[config.mk]
export PLATFORM = sky130hd
export DESIGN_NAME = bcd_serial_adder_ctrl
export DESIGN_NICKNAME = d
export VERILOG_FILES = /design/src/rtl/bcd_pkg.sv /design/src/rtl/bcd_digit_add.sv /design/src/rtl/bcd_serial_adder_ctrl.sv
export SDC_FILE = /design/constraint.sdc
export NUM_CORES = 1
export LEC_CHECK = 0
export ABC_AREA = 1
export ABC_CLOCK_PERIOD_IN_PS = 3300
export CAP_MARGIN = 40
export CORE_MARGIN = 2
export CORE_UTILIZATION = 53
export CTS_BUF_LIST = sky130_fd_sc_hd__clkbuf_8
export DETAILED_ROUTE_END_ITERATION = 7
export PLACE_DENSITY = 0.84
export SYNTH_ARGS = -nofsm -noshare
export SYNTH_HDL_FRONTEND = slang
export SYNTH_SLANG_ARGS = --single-unit
[constraint.sdc]
create_clock -name clk -period 3.3 [get_ports clk]
set_input_delay 0.33 -clock clk [delete_from_list [all_inputs] [get_ports clk]]
set_output_delay 0.33 -clock clk [all_outputs]
set_load 0.005 [all_outputs]
[src/rtl/bcd_pkg.sv]
// Shared BCD constants, controller state encoding and the decimal +6 correction.
package bcd_pkg;

    localparam int BCD_DIGIT_W = 4;
    localparam int BCD_MAX     = 9;
    localparam logic [3:0] BCD_CORR = 4'd6;

    typedef enum logic [1:0] {
        IDLE = 2'd0,
        ADD  = 2'd1,
        DONE = 2'd2
    } state_t;

    // Adding 6 to the low nibble of a 10..19 binary digit sum yields the BCD digit.
    function automatic logic [3:0] bcd_correct(input logic [3:0] lo);
        return lo + BCD_CORR;
    endfunction

endpackage

[src/rtl/bcd_digit_add.sv]
// Combinational single-digit BCD adder with decimal correction and invalid-digit detection.
module bcd_digit_add
    import bcd_pkg::*;
(
    input  logic [3:0] a,
    input  logic [3:0] b,
    input  logic       ci,
    output logic [3:0] s,
    output logic       co,
    output logic       inv
);

    logic [4:0] t;

    always_comb begin
        t   = {1'b0, a} + {1'b0, b} + {4'b0000, ci};
        inv = (a > 4'(BCD_MAX)) || (b > 4'(BCD_MAX));
        s   = t[3:0];
        co  = 1'b0;
        // An invalid digit yields 4'hF and kills the carry so it cannot corrupt higher digits.
        if (inv) begin
            s  = 4'hF;
            co = 1'b0;
        end else if (t > 5'(BCD_MAX)) begin
            s  = bcd_correct(t[3:0]);
            co = 1'b1;
        end
    end

endmodule

[src/rtl/bcd_serial_adder_ctrl.sv]
// Digit-serial packed-BCD adder: one shared digit adder sequenced LSD first over NDIGITS cycles.
module bcd_serial_adder_ctrl
    import bcd_pkg::*;
#(
    parameter int NDIGITS = 4
) (
    input  logic                           clk,
    input  logic                           rst_n,
    input  logic                           start,
    input  logic [BCD_DIGIT_W*NDIGITS-1:0] op_a,
    input  logic [BCD_DIGIT_W*NDIGITS-1:0] op_b,
    input  logic                           cin,
    output logic                           ready,
    output logic                           busy,
    output logic                           done,
    output logic [BCD_DIGIT_W*NDIGITS-1:0] sum,
    output logic                           cout,
    output logic                           err,
    output state_t                         dbg_state
);

    localparam int W    = BCD_DIGIT_W * NDIGITS;
    localparam int IDXW = (NDIGITS > 1) ? $clog2(NDIGITS) : 1;
    localparam logic [IDXW-1:0] LAST_IDX = IDXW'(NDIGITS - 1);

    // Handshake: a request is taken on the rising edge where start && ready; the
    // requester holds start until then, and results are valid from the done pulse on.
    state_t          state;
    logic [W-1:0]    a_q;
    logic [W-1:0]    b_q;
    logic            carry_q;
    logic [IDXW-1:0] idx;

    logic [3:0] da;
    logic [3:0] db;
    logic [3:0] ds;
    logic       dco;
    logic       dinv;

    assign da        = a_q[BCD_DIGIT_W*idx +: BCD_DIGIT_W];
    assign db        = b_q[BCD_DIGIT_W*idx +: BCD_DIGIT_W];
    assign dbg_state = state;

    bcd_digit_add u_digit (
        .a   (da),
        .b   (db),
        .ci  (carry_q),
        .s   (ds),
        .co  (dco),
        .inv (dinv)
    );

    always_ff @(posedge clk) begin
        if (!rst_n) begin
            state   <= IDLE;
            a_q     <= '0;
            b_q     <= '0;
            carry_q <= 1'b0;
            idx     <= '0;
            sum     <= '0;
            cout    <= 1'b0;
            err     <= 1'b0;
            ready   <= 1'b1;
            busy    <= 1'b0;
            done    <= 1'b0;
        end else begin
            case (state)
                IDLE: begin
                    if (start && ready) begin
                        a_q     <= op_a;
                        b_q     <= op_b;
                        carry_q <= cin;
                        idx     <= '0;
                        sum     <= '0;
                        cout    <= 1'b0;
                        err     <= 1'b0;
                        ready   <= 1'b0;
                        busy    <= 1'b1;
                        state   <= ADD;
                    end
                end
                ADD: begin
                    sum[BCD_DIGIT_W*idx +: BCD_DIGIT_W] <= ds;
                    carry_q <= dco;
                    err     <= err | dinv;
                    if (idx == LAST_IDX) begin
                        cout  <= dco;
                        done  <= 1'b1;
                        state <= DONE;
                    end else begin
                        idx <= idx + 1'b1;
                    end
                end
                DONE: begin
                    done  <= 1'b0;
                    busy  <= 1'b0;
                    ready <= 1'b1;
                    state <= IDLE;
                end
                default: begin
                    state <= IDLE;
                    ready <= 1'b1;
                    busy  <= 1'b0;
                    done  <= 1'b0;
                end
            endcase
        end
    end

endmodule

# After elaboration in Yosys (flattened, before gate mapping)

Cells that the tools add are included.

Register bits after elaboration: 58
Logic and storage cells: 66

Multiplexer cells: 24
Shift operators: 4
Bitwise operators: 3
Equal/unequal tests: 5
$lt $le $gt $ge: 3
Reductions and logical operators: 11
Add/subtract/negate cells: 5

Operators by type and width:

| operator                  | count |
|---|---|
| $neg A4 Y34               | 1 |
| $shift A4 B34 Y16 const A | 1 |
| $shiftx A4 B34 Y16        | 1 |
| $pmux W16 S2              | 1 |
| $shiftx A16 B5 Y4         | 2 |
| $bwmux W16                | 1 |
| $mux W16                  | 1 |
| $pmux W1 S2               | 6 |
| $reduce_and A2 Y1         | 5 |
| $gt A4 B4 Y1 const B      | 2 |
| $mux W2                   | 4 |
| $mux W4                   | 2 |
| $pmux W2 S2               | 2 |
| $mux W1                   | 7 |
| $ne A2 B2 Y1 const B      | 3 |
| $reduce_and A3 Y1         | 2 |
| $add A4 B4 Y5             | 1 |
| $add A5 B1 Y5             | 1 |
| $gt A5 B4 Y1 const B      | 1 |
| $add A4 B3 Y4 const B     | 1 |
| $add A2 B1 Y2 const B     | 1 |
| $eq A2 B1 Y1 const B      | 1 |
| $eq A2 B2 Y1 const B      | 1 |
| $logic_not A2 Y1          | 1 |
| other kinds (5)           | 6 |

# Depth between registers and ports, before layout

Gate-level depths: netlist of the first run.

Depth in word-level cells: 9
Gate-level depth with buffers: 20
Gate-level depth less buffers: 19

# Hierarchy

Synthesis of the first run repeated with hierarchy kept, for this count alone.

Cell total of the unflattened synthesis: 412
Area, all modules: 2921.6 um^2

By module, submodules not included:

| module                | seq. area each (um^2) | area each (um^2) | times used | cells an instance |
|---|---|---|---|---|
| bcd_serial_adder_ctrl | 1161.1                | 2572.5           | 1          | 358 |
| bcd_digit_add         | 0.0                   | 349.1            | 1          | 54 |

# Worst setup path after synthesis of the first run

No wires, ideal clock.

Kind: reg2reg
Start: register idx[0]
End: register sum[15]
Library setup time: 0.071 ns
Data required time: 3.229 ns
Setup slack: 0.211 ns
Path buffers: 3
Cell stages (with the launch flop): 19
Data arrival time: 3.018 ns
Clock period less this slack: 3.089 ns
Path through: dfxtp_1 buf_6 buf_6 clkbuf_1 o21ai_0 o22ai_1 fa_1 fa_1 inv_1 ha_1 inv_1 nor2_1 a21oi_1 nand2_1 nand2_1 nand2_1 nand3_1 nand4_1 a21oi_1

Cells in the longest elaborated chain, start to end: 9

Ends and longest elaborated chain:

| what                                                 | line                                                     | RTL |
|---|---|---|
| start: declaration                                   | bcd_serial_adder_ctrl.sv:32                              | `logic [IDXW-1:0] idx;` |
| start signal: assignment                             | bcd_serial_adder_ctrl.sv:91                              | `idx <= idx + 1'b1;` |
| $shiftx A16 B5 Y4 (on tied branches)                 | bcd_serial_adder_ctrl.sv:40, bcd_serial_adder_ctrl.sv:41 |  |
| $add A4 B4 Y5                                        | bcd_digit_add.sv:16                                      | `t = {1'b0, a} + {1'b0, b} + {4'b0000, ci};` |
| $add A5 B1 Y5                                        | bcd_digit_add.sv:16                                      |  |
| $add A4 B3 Y4 / $gt A5 B4 Y1 (equally long branches) | bcd_pkg.sv:16, bcd_digit_add.sv:24                       |  |
| $mux W4                                              | bcd_digit_add.sv:24                                      | `end else if (t > 5'(BCD_MAX)) begin` |
| $mux W4                                              | bcd_digit_add.sv:21                                      | `if (inv) begin` |
| $shiftx A4 B34 Y16                                   | bcd_serial_adder_ctrl.sv:83                              | `sum[BCD_DIGIT_W*idx +: BCD_DIGIT_W] <= ds;` |
| $bwmux W16 (*)                                       | bcd_serial_adder_ctrl.sv:83                              |  |
| $pmux W16 S2 (*)                                     | bcd_serial_adder_ctrl.sv:67                              | `case (state)` |
| end signal: indexed assignment                       | bcd_serial_adder_ctrl.sv:83                              |  |
| end: declaration                                     | bcd_serial_adder_ctrl.sv:16                              | `output logic [BCD_DIGIT_W*NDIGITS-1:0] sum,` |

Mark *: on every way between the ends. The rest lies on a longest branch, timed or not.
A chain may end at the register's enable or synchronous reset.

# Final worst setup path of the first run

Start: register idx[0]
End: register sum[9]

Same word-level chain as after synthesis.

==> results.md, run 1 <==
* Vias in the first global route at 2567
* CTS tree: done
* IO buf count at 58
* Hold path start: busy
* Total track usage at 24.25%
* Pin count of the biggest net entering global routing at 44
* Syn nets at around 440
* Die footprint at between 5000 and 6000 µm²
* Final Max Tran Viols at 0
* Worst Path Arrival at about 3.3 ns
* Start of the worst register-to-register path: idx[0]
* Met3 wire len at 279 µm
* DRC viols at 0
* Kind of critical path: register to register
* Layout cell share with drive strength beyond 1 at 7.726%
* Power Density at ~570 nW/µm²
* Clk Latency, worst-skew pair at approximately 0.34 ns
* Slowest stage delay, CP at 0.55 ns
* Setup crit start kind: register
* Core region area at 5075 µm²
* Tmin final at about 3.1 ns
* Worst-path cell chain: buf_4, o21ai_0, o22ai_1, fa_2, fa_1, inv_1, ha_1, inv_1, nor2_1, a21oi_1, nand2_1, nand2_2, nand2_1, nand3_1, nand3_1, a21oi_1
* TNS Setup at 0 ns
* Most frequent cells in the layout: nand2_1 (77), nor2_1 (74), clkdlybuf4s50_1 (58)
* Total power at 0.002067 W
* Area share of fa/ha/maj cells after synthesis at around 5.5%
* Dominant synthesized flop cell: dfxtp_1
* Setup crit start: idx[0]
* Cell area after synthesis at 2764 µm²
* Fmax at between 300 and 400 MHz
* DR WL met2 at between 3000 and 4000 µm
* Post-Syn Area per Cell at between 7 and 8 µm²
* Antenna cells at 0
* # hold bufs at CTS at 0
* WL met1 at roughly 2900 µm
* Max cap viols at 0
* Total gr overflow at 0
* Via density per instance at between 5 and 6
* Min-Delay Path Class: register to register
* Final Hold Vio Count at 0
* Post-synthesis compound-gate area fraction at between 15 and 20%
* Register area share after synthesis at between 40% and 50%
* Status: finished clean
* RSZ-0062 raised after global routing: no
* CP Capture Type: register
* Cell variety after synth at 26
* Slew @ Worst Pin at just under 0.7 ns
* Final worst slack at 0.2228 ns
* Filler cell count at 456
* Syn-to-layout area delta at 30.15%
* # clock sinks at 58
* Synth Area in Simple Gates at 28.29%
* Async set or reset register ratio after synthesis at 0%
* I/O pin total at slightly below 60
* Clock buffer depth at 2
* First-pass DRT Iterations at 4
* Fin Hold WS at about 0.46 ns
* Post-synth EDFFs at 0
* Antenna Nets Post-Route at 0
* Crit path required time at about 3.6 ns
* Initial drt markers at 137
* Fin area at about 3600 µm²
* Largest family of logic cells by synthesized area: simple AND/OR/NAND/NOR gates
* Syn Inst Count at slightly below 400
* CP max FO at 17
* Total wire length at 6508 µm
* Synth Area in XOR/XNOR at 0%
* GPL Wtd Cong at roughly 0.84
* Die height at 76.22 µm
* Starting Density at between 50 and 60%
* Post-synthesis mux area share at 0%
* DR top layer: met4
* TritonCTS Buffers at 9
* H-tree depth at 3
* Synth warnings at 0
* Die X-Extent at between 70 and 80 µm
* Headroom to the max-slew limit at 54.33%
* Initial antenna violation count at 0
* First-pass GRT wire length at around 11000 µm
* Clock root buffer master: clkbuf_8
* Clock slew at reported path FFs at roughly 0.06 ns
* Most common cell after layout, fill and taps aside: nand2_1
* Placed cell area at 3361 µm²
* Worst slack at placement at between 0.15 and 0.2 ns
* Layout Skew at slightly below 0.006 ns
* Final net count at between 400 and 500
* Slowest cell on crit path: fa_1
* Site Rows at 26
* Detailed-route via count at about 2700
* Period utilization at just over 90%
* WL/cell at 12.44 µm
* Setup Viol. Count Final at 0
* IR drop worst, VDD at roughly 290 µV
* Leakage at around 1.5 nW
* Synthesis-stage register bit count at 58
* DP HPWL at roughly 4500 µm
## kinds of logic (layout without fill, tap and decap cells)
logic type	after synthesis	count (layout)
compound gates	79	79
buf+inv	56	115
flops	58	58
simple gates	190	190
fa+ha+maj	11	11
## sequential cells by signal (all words and copies together) (netlist names)
register,flops
a_q,16
b_q,16
sum,16
dbg_state,2
idx,2
busy,1
carry_q,1
cout,1
done,1
err,1
ready,1
## timing repair
item                                    4_1_cts  5_1_grt
gates resized for setup                       0        7
endpoints found under the setup margin        0       12
buffers inserted                              0        0
## cell type report
class | count | area [µm²] | area share [%]
well taps | 70 | 87.58 | 2.435
repair buffers | 64 | 625.6 | 17.39
inverters | 35 | 136.4 | 3.791
multi-input cells | 280 | 1365 | 37.95
clock inverters | 6 | 81.33 | 2.261
flip-flops and latches | 58 | 1164 | 32.35
clock buffers | 10 | 137.6 | 3.826
## layer usage
| layer | up-vias | global-route usage [%] |
|---|---|---|
| met1 | 1200 | 28.20 |
| li1 | 1383 | - |
| met3 | 18 | 4.384 |
| met4 | 0 | 13.27 |
| met2 | 81 | 42.12 |
| met5 | - | 0 |
## power breakdown
| part | switching, W | total [W] | internal, W |
|---|---|---|---|
| registers | 0.0000331 | 0.000790 | 0.000757 |
| clock network | 0.000280 | 0.000720 | 0.000440 |
| logic | 0.000345 | 0.000557 | 0.000212 |
## Yosys cell counts (3+ instances only)
cell type / count / area (µm²)
o21ai_0: 46 / 230.2
a21oi_1: 25 / 125.1
nor2_1: 74 / 277.8
dfxtp_1: 58 / 1161
nand4_1: 8 / 50.05
buf_6: 3 / 33.78
nand2_1: 78 / 292.8
ha_1: 9 / 112.6
clkbuf_1: 15 / 56.30
inv_1: 32 / 120.1
nand3_1: 23 / 115.1
o211ai_1: 3 / 22.52
## final timing paths
| kind | end | cells after the start | slack (ns) |
|---|---|---|---|
| min | busy | 2 | 0.46 |
| max | sum[9] | 16 | 0.22 |
| max reg2reg | sum[9] | 16 | 0.22 |
| min reg2reg | busy | 2 | 0.46 |
## critical path: cells and delay by family (launching register included)
kind	cells	cell delay, ns
flip-flops	1	0.35
AO/OA/AOI/OAI	4	0.56
buffers and inverters	3	0.34
AND/OR/NAND/NOR	6	0.60
adder cells (fa/ha/maj)	3	1.13
## stage by stage
step / utilization, % / cells
2_1_floorplan: - / 394
3_3_place_gp: 66.22 / 507
3_5_place_dp: 66.22 / 507
4_1_cts: 70.54 / 523
5_1_grt: 70.88 / 523
6_report: 70.88 / 523
No activity file was read; power rests on OpenSTA's default activity.
==> run 2: changes to the inputs <==
--- a/config.mk
+++ b/config.mk
@@ -12,6 +12,7 @@
 export CORE_UTILIZATION = 53
 export CTS_BUF_LIST = sky130_fd_sc_hd__clkbuf_8
 export DETAILED_ROUTE_END_ITERATION = 7
+export GPL_ROUTABILITY_DRIVEN = 0
 export PLACE_DENSITY = 0.84
 export SYNTH_ARGS = -nofsm -noshare
 export SYNTH_HDL_FRONTEND = slang
==> results of run 2 <==
Same layout as run 1: the final DEF is identical, and so are final timing and power.
==> run 3: changes to the inputs <==
--- a/config.mk
+++ b/config.mk
@@ -8,11 +8,10 @@
 export ABC_AREA = 1
 export ABC_CLOCK_PERIOD_IN_PS = 3300
 export CAP_MARGIN = 40
-export CORE_MARGIN = 2
+export CORE_MARGIN = 4
 export CORE_UTILIZATION = 53
 export CTS_BUF_LIST = sky130_fd_sc_hd__clkbuf_8
 export DETAILED_ROUTE_END_ITERATION = 7
-export GPL_ROUTABILITY_DRIVEN = 0
 export PLACE_DENSITY = 0.84
 export SYNTH_ARGS = -nofsm -noshare
 export SYNTH_HDL_FRONTEND = slang
==> run 3 against run 2 <==
  * Final area is 0.66% lower
  * Utilization shrank 0.47 points
  * Sequential share of layout area up 0.18 points
  * Combinational power fell by 0.9%
  * Non-clock buffer count is the same
  * Critical path depth did not move
  * First-iteration DRC count shrank 21%
  * Clock skew up 0.00072 ns
  * Via count shrank 0.34%
  * Worst setup slack improved by 0.049 ns
==> results.md, run 3 (synthesis gave the netlist of run 1 again) <==
* Status: finished clean
* RSZ-0062 raised after global routing: no
* Most common cell after layout, fill and taps aside: nand2_1
* Power Internal at 0.001278 W
* First-pass GRT wire length at 10820 µm
* CP Capture Type: register
* Detailed-route via count at ~2700
* CTS tree: done
* Pin count of the biggest net entering global routing at between 40 and 50
* Worst-path cell chain: buf_6, o21ai_1, o22ai_1, fa_2, fa_1, inv_1, ha_1, inv_1, nor2_1, a21oi_1, nand2_2, nand2_2, nand2_1, nand3_1, nand4_1, a21oi_1
* Die X-Extent at approximately 80 µm
* Switching part of the total at about a third
* Critical path buffers and inverters at 3
* IR drop worst, VDD at 285.9 µV
* Reg power frac at between 40% and 50%
* # hold bufs at CTS at 0
* Layout cell share with drive strength beyond 1 at under 10%
* GPL Wtd Cong at around 0.86
* Final Hold Vio Count at 0
* Total track usage at ~21%
* Site Rows at 26
* Final worst slack at 0.2720 ns
* Worst Path Arrival at 3.29 ns
* H-tree depth at 3
* Total setup buffers inserted after CTS at 0
* Clock slew at reported path FFs at 0.06 ns
* Clock buffer depth at 2
* Total wire length at approximately 6300 µm
* CP max FO at 17
* Final net count at around 500
* First-pass DRT Iterations at 4
* # clock sinks at 58
* Layout Skew at 0.006535 ns
* Vias in the first global route at about 2600
* Power Density at between 500 and 600 nW/µm²
* DRC viols at 0
* Fmax at around 330 MHz
* Headroom to the max-slew limit at between 50% and 60%
* Max cap viols at 0
* Crit path required time at 3.56 ns
* TNS Setup at 0 ns
* Period utilization at 91.76%
* Final Max Tran Viols at 0
* Min-Delay Path Class: register to register
* Starting Density at 54.46%
* Largest registers: a_q: 16 flops, b_q: 16 flops, sum: 16 flops
* FF+latch area at ~1200 µm²
* Via density per instance at between 5 and 6
* Most frequent cells in the layout: nand2_1 (76), nor2_1 (74), clkdlybuf4s50_1 (58)
* Antenna Nets Post-Route at 0
* Clock power share at approximately 30%
* Die footprint at approximately 6400 µm²
* Kind of critical path: register to register
* Multi-input logic area at roughly 1400 µm²
* CP top delay family: adder cells
* Die height at 80.22 µm
* Leakage at between 1.5 and 2 nW
* Setup crit start kind: register
* Syn-to-layout area delta at 29.29%
* Worst slack at placement at 0.08322 ns
* IO buf count at 58
* Initial antenna violation count at 0
* Slowest stage delay, CP at around 0.55 ns
* Switching Power at 0.0006373 W
* Tmin final at around 3 ns
* Filler cell count at approximately 450
* Slowest cell on crit path: fa_1
* Antenna cells at 0
* Clk Latency, worst-skew pair at 0.34 ns
* Fin Hold WS at 0.4523 ns
* Setup Viol. Count Final at 0
* Total gr overflow at 0
* TritonCTS Buffers at 9
* Clock root buffer master: clkbuf_8
* I/O pin total at just under 60
* DP HPWL at 4672 µm
* WL/cell at 12.07 µm
* Post_cts resized at 0
* Combinational share of power at approximately 29%
* Slew @ Worst Pin at between 0.6 and 0.7 ns
* Core Util, Final at 70.41%
* Initial drt markers at 108
* Core region area at ~5100 µm²
## run 3: final timing paths
path,startpoint,to,slack [ns],cells past startpoint
min,b_q[15],b_q[15],0.45,2
max reg2reg,idx[0],sum[15],0.27,16
min reg2reg,b_q[15],b_q[15],0.45,2
max,idx[0],sum[15],0.27,16
## run 3: metrics by stage
| stage | cells | cell area [µm²] | total power, W |
|---|---|---|---|
| 5_1_grt | 522 | 3573 | 0.002039 |
| 6_report | 522 | 3573 | 0.001916 |
| 3_5_place_dp | 507 | 3381 | 0.001332 |
| 2_1_floorplan | 394 | 2764 | 0.001167 |
| 4_1_cts | 522 | 3551 | 0.001904 |
| 3_3_place_gp | 506 | 3353 | 0.001299 |
## run 3: metal layers
metal / wire (µm) / global-route usage [%] / part of all wire (%)
met1: 2671 / 23.54 / 42
met2: 3187 / 37.67 / 51
met3: 354 / 5.605 / 5.6
met4: 89 / 10.81 / 1.4
met5: 0 / 0 / 0
## run 3: worst register-to-register path, cell delays in order (launching register included)
cell     delay (ns)
dfxtp_2        0.35
buf_6          0.16
o21ai_1        0.17
o22ai_1        0.12
fa_2           0.40
fa_1           0.55
inv_1          0.07
ha_1           0.20
inv_1          0.08
nor2_1         0.04
a21oi_1        0.14
nand2_2        0.10
nand2_2        0.10
nand2_1        0.07
nand3_1        0.14
nand4_1        0.10
a21oi_1        0.15
## run 3: power by group through the flow
stage	Sequential, W	Combinational (W)	Clock [W]
after global routing	0.000796	0.000625	0.000618
final	0.000789	0.000552	0.000574
after detailed placement	0.000804	0.000528	0
after global placement	0.000801	0.000498	0
after floorplan	0.000797	0.000371	0
after CTS	0.000789	0.000530	0.000586
## run 3: cell type report
cell class	count	area share (%)
Timing Repair Buffer	64	18.17
Inverter	35	3.817
Sequential cell	58	32.53
Tap cell	70	2.451
Clock buffer	11	4.237
Multi-Input combinational cell	280	38.27
Clock inverter	4	0.5252
